### config.mk
export PLATFORM = sky130hd
export DESIGN_NAME = pwm_capture_flat
export DESIGN_NICKNAME = d
export VERILOG_FILES = /design/src/rtl/pwm_pkg.sv /design/src/rtl/pwm_capture_if.sv /design/src/rtl/pwm_div_seq.sv /design/src/rtl/pwm_capture.sv /design/src/flat_wrapper.sv
export SDC_FILE = /design/constraint.sdc
export NUM_CORES = 1
export LEC_CHECK = 0
export BUFFER_PORTS_ARGS = -buffer_cell sky130_fd_sc_hd__buf_2
export CAP_MARGIN = 40
export CORE_MARGIN = 2
export CORE_UTILIZATION = 50
export CTS_CLUSTER_DIAMETER = 120
export DETAILED_ROUTE_END_ITERATION = 8
export PLACE_DENSITY = 0.67
export SLEW_MARGIN = 20
export SYNTH_ARGS = -nofsm -noshare
export SYNTH_HDL_FRONTEND = slang
export SYNTH_SLANG_ARGS = --single-unit
export TNS_END_PERCENT = 10
### constraint.sdc
create_clock -name i_sys_clk -period 6.93 [get_ports i_sys_clk]
set_input_delay 2.079 -clock i_sys_clk [delete_from_list [all_inputs] [get_ports i_sys_clk]]
set_output_delay 2.079 -clock i_sys_clk [all_outputs]
set_load 0.01 [all_outputs]
### src/rtl/pwm_pkg.sv
// Shared definitions for the motor PWM blocks (generator and capture).
//   DUTY_W / DUTY_MAX : duty scale 0..127 out of 128
//   cap_state_e       : capture FSM states
//   DIR_CW / DIR_CCW  : direction encoding (bit1 of the PWM pair = clockwise)
package pwm_pkg;

    localparam int unsigned       DUTY_W   = 7;
    localparam logic [DUTY_W-1:0] DUTY_MAX = 7'd127;

    typedef enum logic {
        IDLE = 1'b0,
        MEAS = 1'b1
    } cap_state_e;

    localparam logic DIR_CW  = 1'b1;
    localparam logic DIR_CCW = 1'b0;

endpackage

### src/rtl/pwm_capture_if.sv
// Measurement report bundle produced by pwm_capture.
//   o_duty      : floor(high*128/period), saturated to 127
//   o_direction : 1 clockwise, 0 counterclockwise
//   o_period    : last measured period in clock cycles
//   o_valid     : one-cycle strobe, report fields updated
//   o_timeout   : level, no rising edge for TIMEOUT cycles
//   o_err       : strobe, both PWM lines high together
// master = capture block (drives), slave = consumer (reads).
interface pwm_capture_if
    import pwm_pkg::*;
#(
    parameter int unsigned CNT_W = 16
);
    logic [DUTY_W-1:0] o_duty;
    logic              o_direction;
    logic [CNT_W-1:0]  o_period;
    logic              o_valid;
    logic              o_timeout;
    logic              o_err;

    modport master (
        output o_duty, o_direction, o_period, o_valid, o_timeout, o_err
    );

    modport slave (
        input o_duty, o_direction, o_period, o_valid, o_timeout, o_err
    );
endinterface

### src/rtl/pwm_div_seq.sv
// Sequential restoring divider producing floor(dividend*128/divisor), 7 bits,
// one quotient bit per cycle. Operands load on start_i while idle; done_o is
// a one-cycle strobe 8 cycles after the start cycle. abort_i kills a division.
//   clk_i, rst_ni        : clock, synchronous active-low reset
//   start_i, abort_i     : load operands / cancel
//   dividend_i, divisor_i: high count and period count (dividend <= divisor)
//   busy_o, done_o       : busy covers the done cycle as well
//   quot_o               : saturated 7-bit quotient
module pwm_div_seq
    import pwm_pkg::*;
#(
    parameter int unsigned CNT_W = 16
) (
    input  logic              clk_i,
    input  logic              rst_ni,
    input  logic              start_i,
    input  logic              abort_i,
    input  logic [CNT_W-1:0]  dividend_i,
    input  logic [CNT_W-1:0]  divisor_i,
    output logic              busy_o,
    output logic              done_o,
    output logic [DUTY_W-1:0] quot_o
);
    localparam logic [2:0] LAST_STEP = 3'(DUTY_W - 1);

    logic [CNT_W-1:0]  rem_q, dvs_q;
    logic [DUTY_W-1:0] quo_q;
    logic [2:0]        step_q;
    logic              run_q, done_q, sat_q;

    // The <<7 of the dividend is folded into shifting the remainder left each
    // step; rem < divisor always holds, so the low CNT_W bits of the
    // difference are exact.
    logic [CNT_W:0]   rem2;
    logic [CNT_W-1:0] diff;
    logic             ge;

    assign rem2 = {rem_q, 1'b0};
    assign diff = rem2[CNT_W-1:0] - dvs_q;
    assign ge   = (rem2 >= {1'b0, dvs_q});

    always_ff @(posedge clk_i) begin
        if (!rst_ni || abort_i) begin
            rem_q  <= '0;
            dvs_q  <= '0;
            quo_q  <= '0;
            step_q <= '0;
            run_q  <= 1'b0;
            done_q <= 1'b0;
            sat_q  <= 1'b0;
        end else begin
            done_q <= 1'b0;
            if (start_i && !run_q && !done_q) begin
                rem_q  <= dividend_i;
                dvs_q  <= divisor_i;
                quo_q  <= '0;
                step_q <= '0;
                run_q  <= 1'b1;
                sat_q  <= (dividend_i >= divisor_i);
            end else if (run_q) begin
                rem_q  <= ge ? diff : rem2[CNT_W-1:0];
                quo_q  <= {quo_q[DUTY_W-2:0], ge};
                step_q <= step_q + 3'd1;
                if (step_q == LAST_STEP) begin
                    run_q  <= 1'b0;
                    done_q <= 1'b1;
                end
            end
        end
    end

    assign busy_o = run_q | done_q;
    assign done_o = done_q;
    assign quot_o = sat_q ? DUTY_MAX : quo_q;

endmodule

### src/rtl/pwm_capture.sv
// Receive side of the motor PWM pair: measures duty (0..127/128), direction
// and period once per PWM period, flags stuck lines via timeout and the
// illegal both-high state.
//   i_sys_clk  : clock
//   i_rst      : synchronous active-low reset
//   i_pwm_wave : PWM pair, asynchronous (bit1 clockwise, bit0 counterclockwise)
//   cap        : report bundle (duty, direction, period, valid, timeout, err)
module pwm_capture
    import pwm_pkg::*;
#(
    parameter int unsigned CNT_W   = 16,
    parameter int unsigned TIMEOUT = 1024
) (
    input  logic          i_sys_clk,
    input  logic          i_rst,
    input  logic [1:0]    i_pwm_wave,
    pwm_capture_if.master cap
);
    localparam logic [CNT_W-1:0] TO_MAX = CNT_W'(TIMEOUT);
    localparam logic [CNT_W-1:0] TO_PRE = CNT_W'(TIMEOUT - 1);
    localparam logic [CNT_W-1:0] ONE    = CNT_W'(1);

    cap_state_e        state_q, state_d;
    logic [1:0]        sync1_q, sync_q;
    logic              act_q;
    logic [CNT_W-1:0]  per_q, per_d, high_q, high_d;
    logic              dir_cur_q, dir_cur_d;
    logic [CNT_W-1:0]  pend_per_q;
    logic              pend_dir_q;
    logic [DUTY_W-1:0] duty_q;
    logic              dir_q, valid_q, timeout_q;
    logic [CNT_W-1:0]  period_q;

    logic              act, rise, err_now, to_hit, snap, to_evt;
    logic              div_busy, div_done;
    logic [DUTY_W-1:0] div_quot;

    assign act     = sync_q[1] | sync_q[0];
    assign rise    = act & ~act_q;
    assign err_now = &sync_q;
    assign to_hit  = (per_q == TO_PRE);

    always_comb begin
        state_d   = state_q;
        per_d     = per_q;
        high_d    = high_q;
        dir_cur_d = dir_cur_q;
        snap      = 1'b0;
        to_evt    = 1'b0;
        if (err_now) begin
            state_d = IDLE;
            per_d   = '0;
            high_d  = '0;
        end else if (rise) begin
            // Rise both closes the running period and opens the next one.
            state_d   = MEAS;
            snap      = (state_q == MEAS);
            per_d     = ONE;
            high_d    = ONE;
            dir_cur_d = sync_q[1];
        end else begin
            // per_cnt saturates at TIMEOUT; the timeout event fires once.
            if (per_q != TO_MAX) begin
                per_d = per_q + ONE;
                if (act) begin
                    high_d = high_q + ONE;
                end
            end
            if (to_hit) begin
                state_d = IDLE;
                to_evt  = 1'b1;
            end
        end
    end

    pwm_div_seq #(
        .CNT_W (CNT_W)
    ) u_div (
        .clk_i      (i_sys_clk),
        .rst_ni     (i_rst),
        .start_i    (snap),
        .abort_i    (err_now),
        .dividend_i (high_q),
        .divisor_i  (per_q),
        .busy_o     (div_busy),
        .done_o     (div_done),
        .quot_o     (div_quot)
    );

    always_ff @(posedge i_sys_clk) begin
        if (!i_rst) begin
            state_q    <= IDLE;
            sync1_q    <= '0;
            sync_q     <= '0;
            act_q      <= 1'b0;
            per_q      <= '0;
            high_q     <= '0;
            dir_cur_q  <= 1'b0;
            pend_per_q <= '0;
            pend_dir_q <= 1'b0;
            duty_q     <= '0;
            dir_q      <= 1'b0;
            period_q   <= '0;
            valid_q    <= 1'b0;
            timeout_q  <= 1'b0;
        end else begin
            sync1_q   <= i_pwm_wave;
            sync_q    <= sync1_q;
            act_q     <= act;
            state_q   <= state_d;
            per_q     <= per_d;
            high_q    <= high_d;
            dir_cur_q <= dir_cur_d;
            // A snapshot taken while the divider is busy is simply dropped.
            if (snap && !div_busy) begin
                pend_per_q <= per_q;
                pend_dir_q <= dir_cur_q;
            end
            valid_q <= 1'b0;
            if (div_done && !err_now) begin
                duty_q   <= div_quot;
                dir_q    <= pend_dir_q;
                period_q <= pend_per_q;
                valid_q  <= 1'b1;
            end else if (to_evt) begin
                duty_q    <= act ? DUTY_MAX : '0;
                period_q  <= '0;
                valid_q   <= 1'b1;
                timeout_q <= 1'b1;
            end
            if (rise && !err_now) begin
                timeout_q <= 1'b0;
            end
        end
    end

    assign cap.o_duty      = duty_q;
    assign cap.o_direction = dir_q;
    assign cap.o_period    = period_q;
    assign cap.o_valid     = valid_q;
    assign cap.o_timeout   = timeout_q;
    assign cap.o_err       = err_now;

endmodule

### src/flat_wrapper.sv
// flat-port wrapper written by rule: the top's interface ports become plain ports
module pwm_capture_flat import pwm_pkg::*;
#(
    parameter int unsigned CNT_W   = 16,
    parameter int unsigned TIMEOUT = 1024
)
  (i_sys_clk, i_rst, i_pwm_wave, cap_o_duty, cap_o_direction, cap_o_period, cap_o_valid, cap_o_timeout, cap_o_err);
  pwm_capture_if #(.CNT_W(CNT_W)) cap_i ();
  input  logic i_sys_clk;
  input  logic i_rst;
  input  logic [1:0] i_pwm_wave;
  output wire logic [$bits(cap_i.o_duty)-1:0] cap_o_duty;
  output wire logic [$bits(cap_i.o_direction)-1:0] cap_o_direction;
  output wire logic [$bits(cap_i.o_period)-1:0] cap_o_period;
  output wire logic [$bits(cap_i.o_valid)-1:0] cap_o_valid;
  output wire logic [$bits(cap_i.o_timeout)-1:0] cap_o_timeout;
  output wire logic [$bits(cap_i.o_err)-1:0] cap_o_err;
  assign cap_o_duty = cap_i.o_duty;
  assign cap_o_direction = cap_i.o_direction;
  assign cap_o_period = cap_i.o_period;
  assign cap_o_valid = cap_i.o_valid;
  assign cap_o_timeout = cap_i.o_timeout;
  assign cap_o_err = cap_i.o_err;
  pwm_capture #(.CNT_W(CNT_W), .TIMEOUT(TIMEOUT)) u_core (.i_sys_clk(i_sys_clk), .i_rst(i_rst), .i_pwm_wave(i_pwm_wave), .cap(cap_i));
endmodule
# Word-level counts from Yosys, hierarchy flattened
# Index checks and enable logic that the tools add are counted.
dict set report op_classes {
  order_cmp 2
  n_bitwise 8
  addsub 4
  reduce_logical 26
  mux 27
  n_eq_ne 3
}
# op n
set ops {}
lappend ops {{16-bit 2-to-1 mux} 5}
lappend ops {{16-bit by 1-bit adder with 16-bit output, second input constant} 2}
lappend ops {{7-bit 2-to-1 mux} 4}
lappend ops {{1-bit 2-to-1 mux} 18}
lappend ops {{17-bit by 16-bit greater-or-equal comparator with 1-bit output} 1}
lappend ops {{16-bit by 10-bit equality test with 1-bit output, second input constant} 1}
lappend ops {{16-bit greater-or-equal comparator} 1}
lappend ops {{16-bit by 11-bit != test with 1-bit output, second input constant} 1}
lappend ops {{16-bit subtractor} 1}
lappend ops {{2-bit AND reduction} 5}
lappend ops {{2-bit nonzero test} 5}
lappend ops {{2-bit OR reduction} 3}
lappend ops {{3-bit OR reduction} 2}
lappend ops {{1-bit logical AND} 5}
lappend ops {{1-bit zero test} 5}
lappend ops {{1-bit NOT} 5}
lappend ops {{3-bit by 1-bit adder with 3-bit output, second input constant} 1}
lappend ops {{3-bit equality test, second input constant} 1}
lappend ops {{1-bit bitwise OR} 2}
lappend ops {{1-bit bitwise AND} 1}
lappend ops {{1-bit logical OR} 1}
dict set report totals {
  ff_bits 127
  in_bits 4
  word_cells 93
  output_inout_bits 27
}

# Longest topological paths before layout
# Gate-level depths: netlist of run 1.
dict set report depth {
  depth_word 7
  ltp_mapped 10
}

# By module
# Synthesis of run 1 repeated with hierarchy kept, for this count alone.
dict set report unflattened {
  cells_unflattened 771
  hier_area_um2 6558.8
}
# module cells_per_inst seq_area_each_um2 area_per_inst_um2 instances
set by_module_without_submodules {}
lappend by_module_without_submodules {pwm_capture 356 1641.6 3360.7 1}
lappend by_module_without_submodules {pwm_div_seq 415 900.9 3198.1 1}

# Worst setup path after synthesis of run 1
# No wires, ideal clock.
dict set report synth_timing {
  path_type {input-to-reg}
  start {input i_rst}
  end {register u_core.u_div.rem_q[12]}
  required_time_ns 6.806
  setup_slack_ns 3.801
  arrival_ns 3.005
  cell_stages 6
  path_buffers 2
  cell_sequence {clkbuf_1 -> nand2_1 -> clkbuf_1 -> a21oi_1 -> a31oi_1 -> o31ai_1}
}
dict set report synth_between {
  elab_chain_len 2
}
# element line_no
set synth_lines {}
lappend synth_lines {{from (decl)} flat_wrapper.sv:10} ;# input logic i_rst;
lappend synth_lines {{1-bit zero test} --}
lappend synth_lines {{1-bit logical OR} pwm_div_seq.sv:43} ;# if (!rst_ni || abort_i) begin
lappend synth_lines {{to (signal assigned)} pwm_div_seq.sv:54} ;# rem_q <= dividend_i;
lappend synth_lines {{to (signal assigned)} pwm_div_seq.sv:61} ;# rem_q <= ge ? diff : rem2[CNT_W-1:0];
lappend synth_lines {{to (decl)} pwm_div_seq.sv:26} ;# logic [CNT_W-1:0] rem_q, dvs_q;
# No other way between the ends.
# A chain may end at the register's enable or synchronous reset.

# Worst setup path in the final report of run 1
dict set report layout_timing {
  start {register u_core.sync_q[0]}
  end {output cap_o_err}
}
dict set report layout_between {
  elab_chain_len 1
}
# element line_no
set layout_lines {}
lappend layout_lines {{from (decl)} pwm_capture.sv:24} ;# logic [1:0] sync1_q, sync_q;
lappend layout_lines {{from (signal assigned)} pwm_capture.sv:108} ;# sync_q <= sync1_q;
lappend layout_lines {{2-bit AND reduction} pwm_capture.sv:40} ;# assign err_now = &sync_q;
lappend layout_lines {{to (decl)} flat_wrapper.sv:17} ;# output wire logic [$bits(cap_i.o_err)-1:0] cap_o_err;
# No other way between the ends.

==> results of run 1 <==
## per-stage QoR
stage	hold WS, ns	util (%)	power, mW	std cells	instance area [µm²]
2_1_floorplan	0.412	-	0.931	762	6350
6_report	0.430	57.8	1.88	966	7230
5_1_grt	0.455	57.8	1.94	966	7230
3_5_place_dp	0.419	52.9	0.969	934	6620
4_1_cts	0.433	57.8	1.89	966	7230
3_3_place_gp	0.420	52.7	0.963	933	6600
## worst max-delay path, cell delays in order (launching register included)
cell and delay (ns):
dfxtp_1 0.61, nand2_1 0.21, inv_1 0.12, buf_2 0.14
## cells in the mapped netlist (2+ instances only)
cell type,instances
dfxtp_1,127
nand2_1,94
nor2_1,80
a21oi_1,72
inv_1,43
ha_1,37
o21ai_0,34
xnor2_1,30
clkbuf_1,26
or3_1,17
a22oi_1,16
mux2i_1,16
nor3_1,14
nand2b_1,13
nand3_1,13
a211oi_1,11
a31oi_1,10
nand4_1,10
a21o_1,8
and2_1,7
xor2_1,7
nand3b_1,5
buf_2,4
nor2b_1,4
nor4_1,4
o221a_2,4
and3_1,3
buf_1,3
o221ai_1,3
o22a_1,3
a211o_1,2
o211ai_1,2
o21bai_1,2
o22ai_1,2
o31ai_1,2
or2_2,2
## area by class of cell
cell class / count / area (µm²)
well taps: 172 / 215
repair buffers: 36 / 215
inverters: 44 / 165
multi-input cells: 555 / 3480
clock buffers: 18 / 429
clock inverters: 14 / 181
flip-flops and latches: 127 / 2540
fillers: 1146 / 5280
## flip-flops by register name (all words and copies together), names as in the netlist
name / count
u_core.per_q: 16
u_core.cap.o_period: 16
u_core.cap.o_timeout: 1
u_core.u_div.quo_q: 7
u_core.u_div.dvs_q: 16
u_core.u_div.step_q: 3
u_core.pend_dir_q: 1
u_core.u_div.done_o: 1
u_core.state_q: 1
u_core.u_div.sat_q: 1
u_core.u_div.run_q: 1
u_core.u_div.rem_q: 16
u_core.pend_per_q: 16
u_core.sync_q: 2
u_core.sync1_q: 2
u_core.dir_cur_q: 1
u_core.cap.o_duty: 7
u_core.high_q: 16
u_core.cap.o_direction: 1
u_core.cap.o_valid: 1
u_core.act_q: 1
## metal layers
metal / up-vias / wire length (µm) / global-route usage (%)
met1: 2623 / 7290 / 31.6
met5: - / 0 / 0
met2: 127 / 7620 / 41.2
met3: 20 / 700 / 5.60
met4: 0 / 226 / 8.16
li1: 2696 / - / -
## path summary, 6_finish.rpt
check	cells after the start	start	endpoint	slack [ns]
worst max-delay path	3	u_core.sync_q[0]$_SDFF_PN0_	cap_o_err	3.35
worst min-delay path	1	u_core.sync1_q[0]$_SDFF_PN0_	u_core.sync_q[0]$_SDFF_PN0_	0.43
worst max register to register	7	u_core.sync_q[0]$_SDFF_PN0_	u_core.u_div.rem_q[10]$_SDFFE_PP0P_	4.27
worst min register to register	1	u_core.sync1_q[0]$_SDFF_PN0_	u_core.sync_q[0]$_SDFF_PN0_	0.43
## logic make-up (layout without fill, tap and decap cells)
group,count (synthesis),count (layout),share of synthesized area [%]
AND/OR/NAND/NOR,276,276,20.5
AO/OA/AOI/OAI,187,187,18.9
flip-flops,127,127,40.1
buffers and inverters,80,112,5.11
adder cells (fa/ha/maj),38,38,7.61
XOR/XNOR,37,37,5.11
multiplexers,17,17,2.76
## power groups by stage
stage | Sequential [mW] | Combinational [mW] | Clock, mW
3_3_place_gp | 0.767 | 0.196 | 0
4_1_cts | 0.751 | 0.203 | 0.932
3_5_place_dp | 0.767 | 0.202 | 0
5_1_grt | 0.753 | 0.224 | 0.966
2_1_floorplan | 0.763 | 0.168 | 0
6_report | 0.752 | 0.205 | 0.921
==> flow_summary_export.csv, run 1 <==
group,metric,value,unit
synth,yosys_warnings,0,
clocking,post_cts_buffers,0,
sta,min_period,3.58,ns
pwr,leakage,2.80,nW
layout,nets,823,
grt,grt_overflow,0,
clocking,clk_latency,0.43,ns
sta,period_share,51.7,%
worst_setup_path,cp_max_fo,13,
routing,dr_total_vias,5466,
run,max-cap-violations,0,
routing,vias_per_cell,5.66,
sta,setup_violations,0,
sta,rsz0062_at_grt,"false",
worst_setup_path,criticalPathCategory,"flop to output port",
layout,layout_commonest_cell,"dfxtp_1",
sta,slew_headroom,43.4,%
die,core.rowCount,41,
grt,grt_max_degree,45,
layout,drive_above_1_share,11.1,%
clocking,cts_resized,0,
clocking,clk_pin_slew,0.06,ns
grt,grt_pass1_wl,25700,µm
synth,ys_async_sr_fraction,0,%
pwr,intPower,1.40,mW
grt,antenna_found_initial,0,
die,die_area,13600,µm²
pwr,p_switching,482,µW
die,core-area,12500,µm²
sta,skew,0.0135,ns
die,io-pin-count,31,
synth,synth_top_area_share,40.1,%
synth,netlist-cell-type-count,68,
grt,first_global_vias,5146,
synth,synth_top_cell_by_area,"dfxtp_1",
routing,drt_iter0_markers,410,
worst_setup_path,cp-start-kind,"flop",
sta,finalWorstSetupSlack,3.35,ns
clocking,cts_tree,"done",
pwr,p_comb_share,10.9,%
synth,syn_area,6350,µm²
synth,synth_seq_cells,127,
sta,final-hold-violation-count,0,
die,die_y,117,µm
layout,final_cell_mix,"dfxtp_1 (127), nand2_1 (94), nor2_1 (80)",
synth,synth_cells,762,
synth,postSynthAreaPerCell,8.33,µm²
placement,portBuffers,30,
layout,synthToLayoutAreaGrowth,14.0,%
grt,grt.total_usage,24.6,%
min_path,min_path_type,"flop to flop",
sta,fin_setup_tns,0,ns
routing,wl_per_cell,16.4,µm
routing,firstDrtPassIters,5,
worst_setup_path,crit_arrival,1.50,ns
routing,drc,0,
routing,wirelength,15800,µm
status,outcome,"completed",
clocking,cts_root_buf,"clkbuf_16",
pwr,ir_drop,164,µV
worst_setup_path,cp.required,4.85,ns
synth,synthTopCellsByArea,"dfxtp_1 (40%), ha_1 (7.3%), a21oi_1 (5.7%)",
placement,hpwl,11300,µm
synth,synth-seq-area-share,40.1,%
placement,routabilityCongestion,0.880,
die,initial_core_util,50.7,%
synth,ys.flop_type,"dfxtp_1",
clocking,cts-buffers-inserted,17,
pwr,clockPowerShare,49.1,%
synth,synth_edf_count,0,
placement,post-place-ws,3.37,ns
pwr,power_density,260,nW/µm²
synth,syn-num-nets,804,
sta,slew_viol_final,0,
clocking,clockBufferDepth,2,
clocking,ctsHoldBuffers,0,
pwr,sequentialPowerShare,40.0,%
clocking,cts_htree_levels,4,
die,die_x,117,µm
clocking,cts.sinks,127,
pwr,p_sw_share,25.7,%
sta,worst_pin_slew,0.849,ns
worst_setup_path,end_kind,"output port",
routing,ant_nets,0,
layout,antenna_cells,0,
sta,max_freq,279,MHz
No activity file was read; power rests on OpenSTA's default activity.
==> run 2, diff against run 1 <==
--- a/config.mk
+++ b/config.mk
@@ -11,7 +11,7 @@
 export CORE_UTILIZATION = 50
 export CTS_CLUSTER_DIAMETER = 120
 export DETAILED_ROUTE_END_ITERATION = 8
-export PLACE_DENSITY = 0.67
+export PLACE_DENSITY = 0.7
 export SLEW_MARGIN = 20
 export SYNTH_ARGS = -nofsm -noshare
 export SYNTH_HDL_FRONTEND = slang
==> constraint.sdc (replaced) <==
create_clock -name i_sys_clk -period 3 [get_ports i_sys_clk]
set_input_delay 0.9 -clock i_sys_clk [delete_from_list [all_inputs] [get_ports i_sys_clk]]
set_output_delay 0.9 -clock i_sys_clk [all_outputs]
set_load 0.01 [all_outputs]
==> flow_summary_export.csv, run 2 (synthesis results as in run 1) <==
group,metric,value,unit
routing,ant_nets,0,
sta,fin_setup_tns,0,ns
pwr,clockPowerShare,47.3,%
sta,final-hold-violation-count,0,
clocking,cts.sinks,127,
placement,routabilityCongestion,0.909,
clocking,clk_latency,0.42,ns
pwr,p_comb_share,11.4,%
layout,final_cell_mix,"dfxtp_1 (127), nand2_1 (94), nor2_1 (80)",
worst_setup_path,cp_num_buf_inv,1,
worst_setup_path,criticalPathCategory,"flop to flop",
routing,drt_iter0_markers,419,
worst_setup_path,r2r_setup_slack,0.42,ns
worst_setup_path,cp-start-kind,"flop",
die,core.rowCount,41,
worst_setup_path,r2r-end,"u_core.u_div.rem_q[1]$_SDFFE_PP0P_",
worst_setup_path,crit_cells,8,
worst_setup_path,crit_end,"u_core.u_div.rem_q[1]$_SDFFE_PP0P_",
run,max-cap-violations,0,
pwr,intPower,3.12,mW
worst_setup_path,slowest_stage,"a31oi_4",
pwr,p_sw_share,25.7,%
clocking,cts_resized,0,
clocking,cts_tree,"done",
worst_setup_path,cp_max_fo,15,
sta,worst_pin_slew,0.795,ns
worst_setup_path,end_kind,"flop",
die,die_y,117,µm
sta,rsz0062_at_grt,"false",
clocking,cts-buffers-inserted,17,
die,die_x,117,µm
clocking,clk_pin_slew,0.06,ns
routing,firstDrtPassIters,4,
worst_setup_path,crit_arrival,2.92,ns
pwr,power_density,581,nW/µm²
status,outcome,"completed",
layout,antenna_cells,0,
clocking,post_cts_buffers,0,
worst_setup_path,cp_top_family,"compound AO/OA/AOI/OAI gates",
pwr,ir_drop,450,µV
clocking,ctsHoldBuffers,0,
sta,period_share,86.2,%
routing,drc,0,
routing,wirelength,15900,µm
die,die_area,13600,µm²
placement,portBuffers,30,
layout,finalNonFillerCells,971,
grt,antenna_found_initial,0,
sta,slew_headroom,46.9,%
routing,top_layer,"met4",
grt,grt_overflow,0,
routing,vias_per_cell,5.71,
sta,slew_viol_final,0,
layout,synthToLayoutAreaGrowth,13.8,%
placement,placed_cells,941,
die,initial_core_util,50.7,%
placement,hpwl,11500,µm
sta,max_freq,387,MHz
layout,nets,830,
pwr,power,4.19,mW
die,core-area,12500,µm²
pwr,leakage,2.80,nW
worst_setup_path,worstPathCellList,"inv_1 -> ha_1 -> a21oi_1 -> o21ai_0 -> nand3_1 -> a31oi_4 -> mux2_4 -> a211oi_2",
layout,drive_above_1_share,11.8,%
worst_setup_path,cp.required,3.34,ns
routing,wl_per_cell,16.4,µm
layout,final_util,57.7,%
sta,setup_violations,0,
sta,skew,0.00684,ns
clocking,cts_root_buf,"clkbuf_16",
die,io-pin-count,31,
layout,regArea,2540,µm²
layout,multiInputGateArea,3480,µm²
worst_setup_path,reg2reg_from,"u_core.u_div.dvs_q[6]$_SDFFE_PP0P_",
routing,dr_total_vias,5540,
worst_setup_path,ff2ff_path_depth,8,
grt,grt_max_degree,44,
pwr,p_switching,1.08,mW
pwr,sequentialPowerShare,41.3,%
sta,min_period,2.58,ns
min_path,min_path_type,"flop to flop",
routing,wl_met2,7540,µm
worst_setup_path,critical_path.startpoint,"u_core.u_div.dvs_q[6]$_SDFFE_PP0P_",
layout,nFillCells,1169,
worst_setup_path,slowest_delay,0.58,ns
grt,grt.total_usage,24.9,%
routing,dr_wl_met3,689,µm
clocking,clockBufferDepth,2,
routing,met1_length,7370,µm
grt,first_global_vias,5273,
clocking,cts_htree_levels,4,
grt,grt_pass1_wl,25900,µm
layout,layout_commonest_cell,"dfxtp_1",
## run 2: cell count changes in the layout (fill, tap and decap cells not counted), sizes merged
cell / change
clkbuf: -1
buf: +7
clkinv: +1
clkinvlp: +1
inv: -2
bufinv: -1
## run 2: how the worst min path moves through the flow
stage | from | to | slack, ns | cells past startpoint
4_1_cts | u_core.sync1_q[0]$_SDFF_PN0_ | u_core.sync_q[0]$_SDFF_PN0_ | 0.44 | 1
2_1_floorplan | u_core.sync1_q[0]$_SDFF_PN0_ | u_core.sync_q[0]$_SDFF_PN0_ | 0.41 | 1
6_report | u_core.sync1_q[0]$_SDFF_PN0_ | u_core.sync_q[0]$_SDFF_PN0_ | 0.44 | 1
5_1_grt | u_core.sync1_q[1]$_SDFF_PN0_ | u_core.sync_q[1]$_SDFF_PN0_ | 0.46 | 1
3_3_place_gp | u_core.sync1_q[0]$_SDFF_PN0_ | u_core.sync_q[0]$_SDFF_PN0_ | 0.41 | 1
3_5_place_dp | u_core.sync1_q[0]$_SDFF_PN0_ | u_core.sync_q[0]$_SDFF_PN0_ | 0.43 | 1
## run 2: worst reg2reg max path: cells and delay by family (launching register included)
| kind | cells | cell delay (ns) |
|---|---|---|
| AOI/OAI and AO/OA | 4 | 1.18 |
| muxes | 1 | 0.36 |
| adders and majority gates | 1 | 0.38 |
| and+or+nand+nor | 1 | 0.20 |
| buffers and inverters | 1 | 0.05 |
| DFF | 1 | 0.33 |
## run 2: layout make-up
| cell class | count | area share, % |
|---|---|---|
| Sequential cell | 127 | 35.2 |
| Clock inverter | 13 | 1.94 |
| Tap cell | 172 | 2.98 |
| Inverter | 44 | 2.29 |
| Multi-Input combinational cell | 555 | 48.3 |
| Timing Repair Buffer | 43 | 3.43 |
| Clock buffer | 17 | 5.89 |
## run 2: stage by stage
step / hold slack, ns / worst slack, ns / instance area (µm²)
finish: 0.436 / 0.415 / 7220
global route: 0.463 / 0.211 / 7220
CTS: 0.441 / 0.432 / 7220
detailed placement: 0.428 / 0.457 / 6660
global placement: 0.413 / 0.552 / 6660
floorplan: 0.412 / 0.816 / 6350
## run 2: layer usage
metal | vias to the layer above | GRT usage [%]
met1 | 2673 | 31.9
met3 | 29 | 5.92
met5 | - | 0
met2 | 122 | 41.0
li1 | 2716 | -
met4 | 0 | 9.18
## run 2: power by group through the flow
stage | registers (mW) | logic (mW) | clock network (mW)
detailed placement | 1.77 | 0.472 | 0
finish | 1.73 | 0.479 | 1.98
global route | 1.73 | 0.529 | 2.07
global placement | 1.77 | 0.467 | 0
floorplan | 1.76 | 0.387 | 0
CTS | 1.73 | 0.475 | 2.01
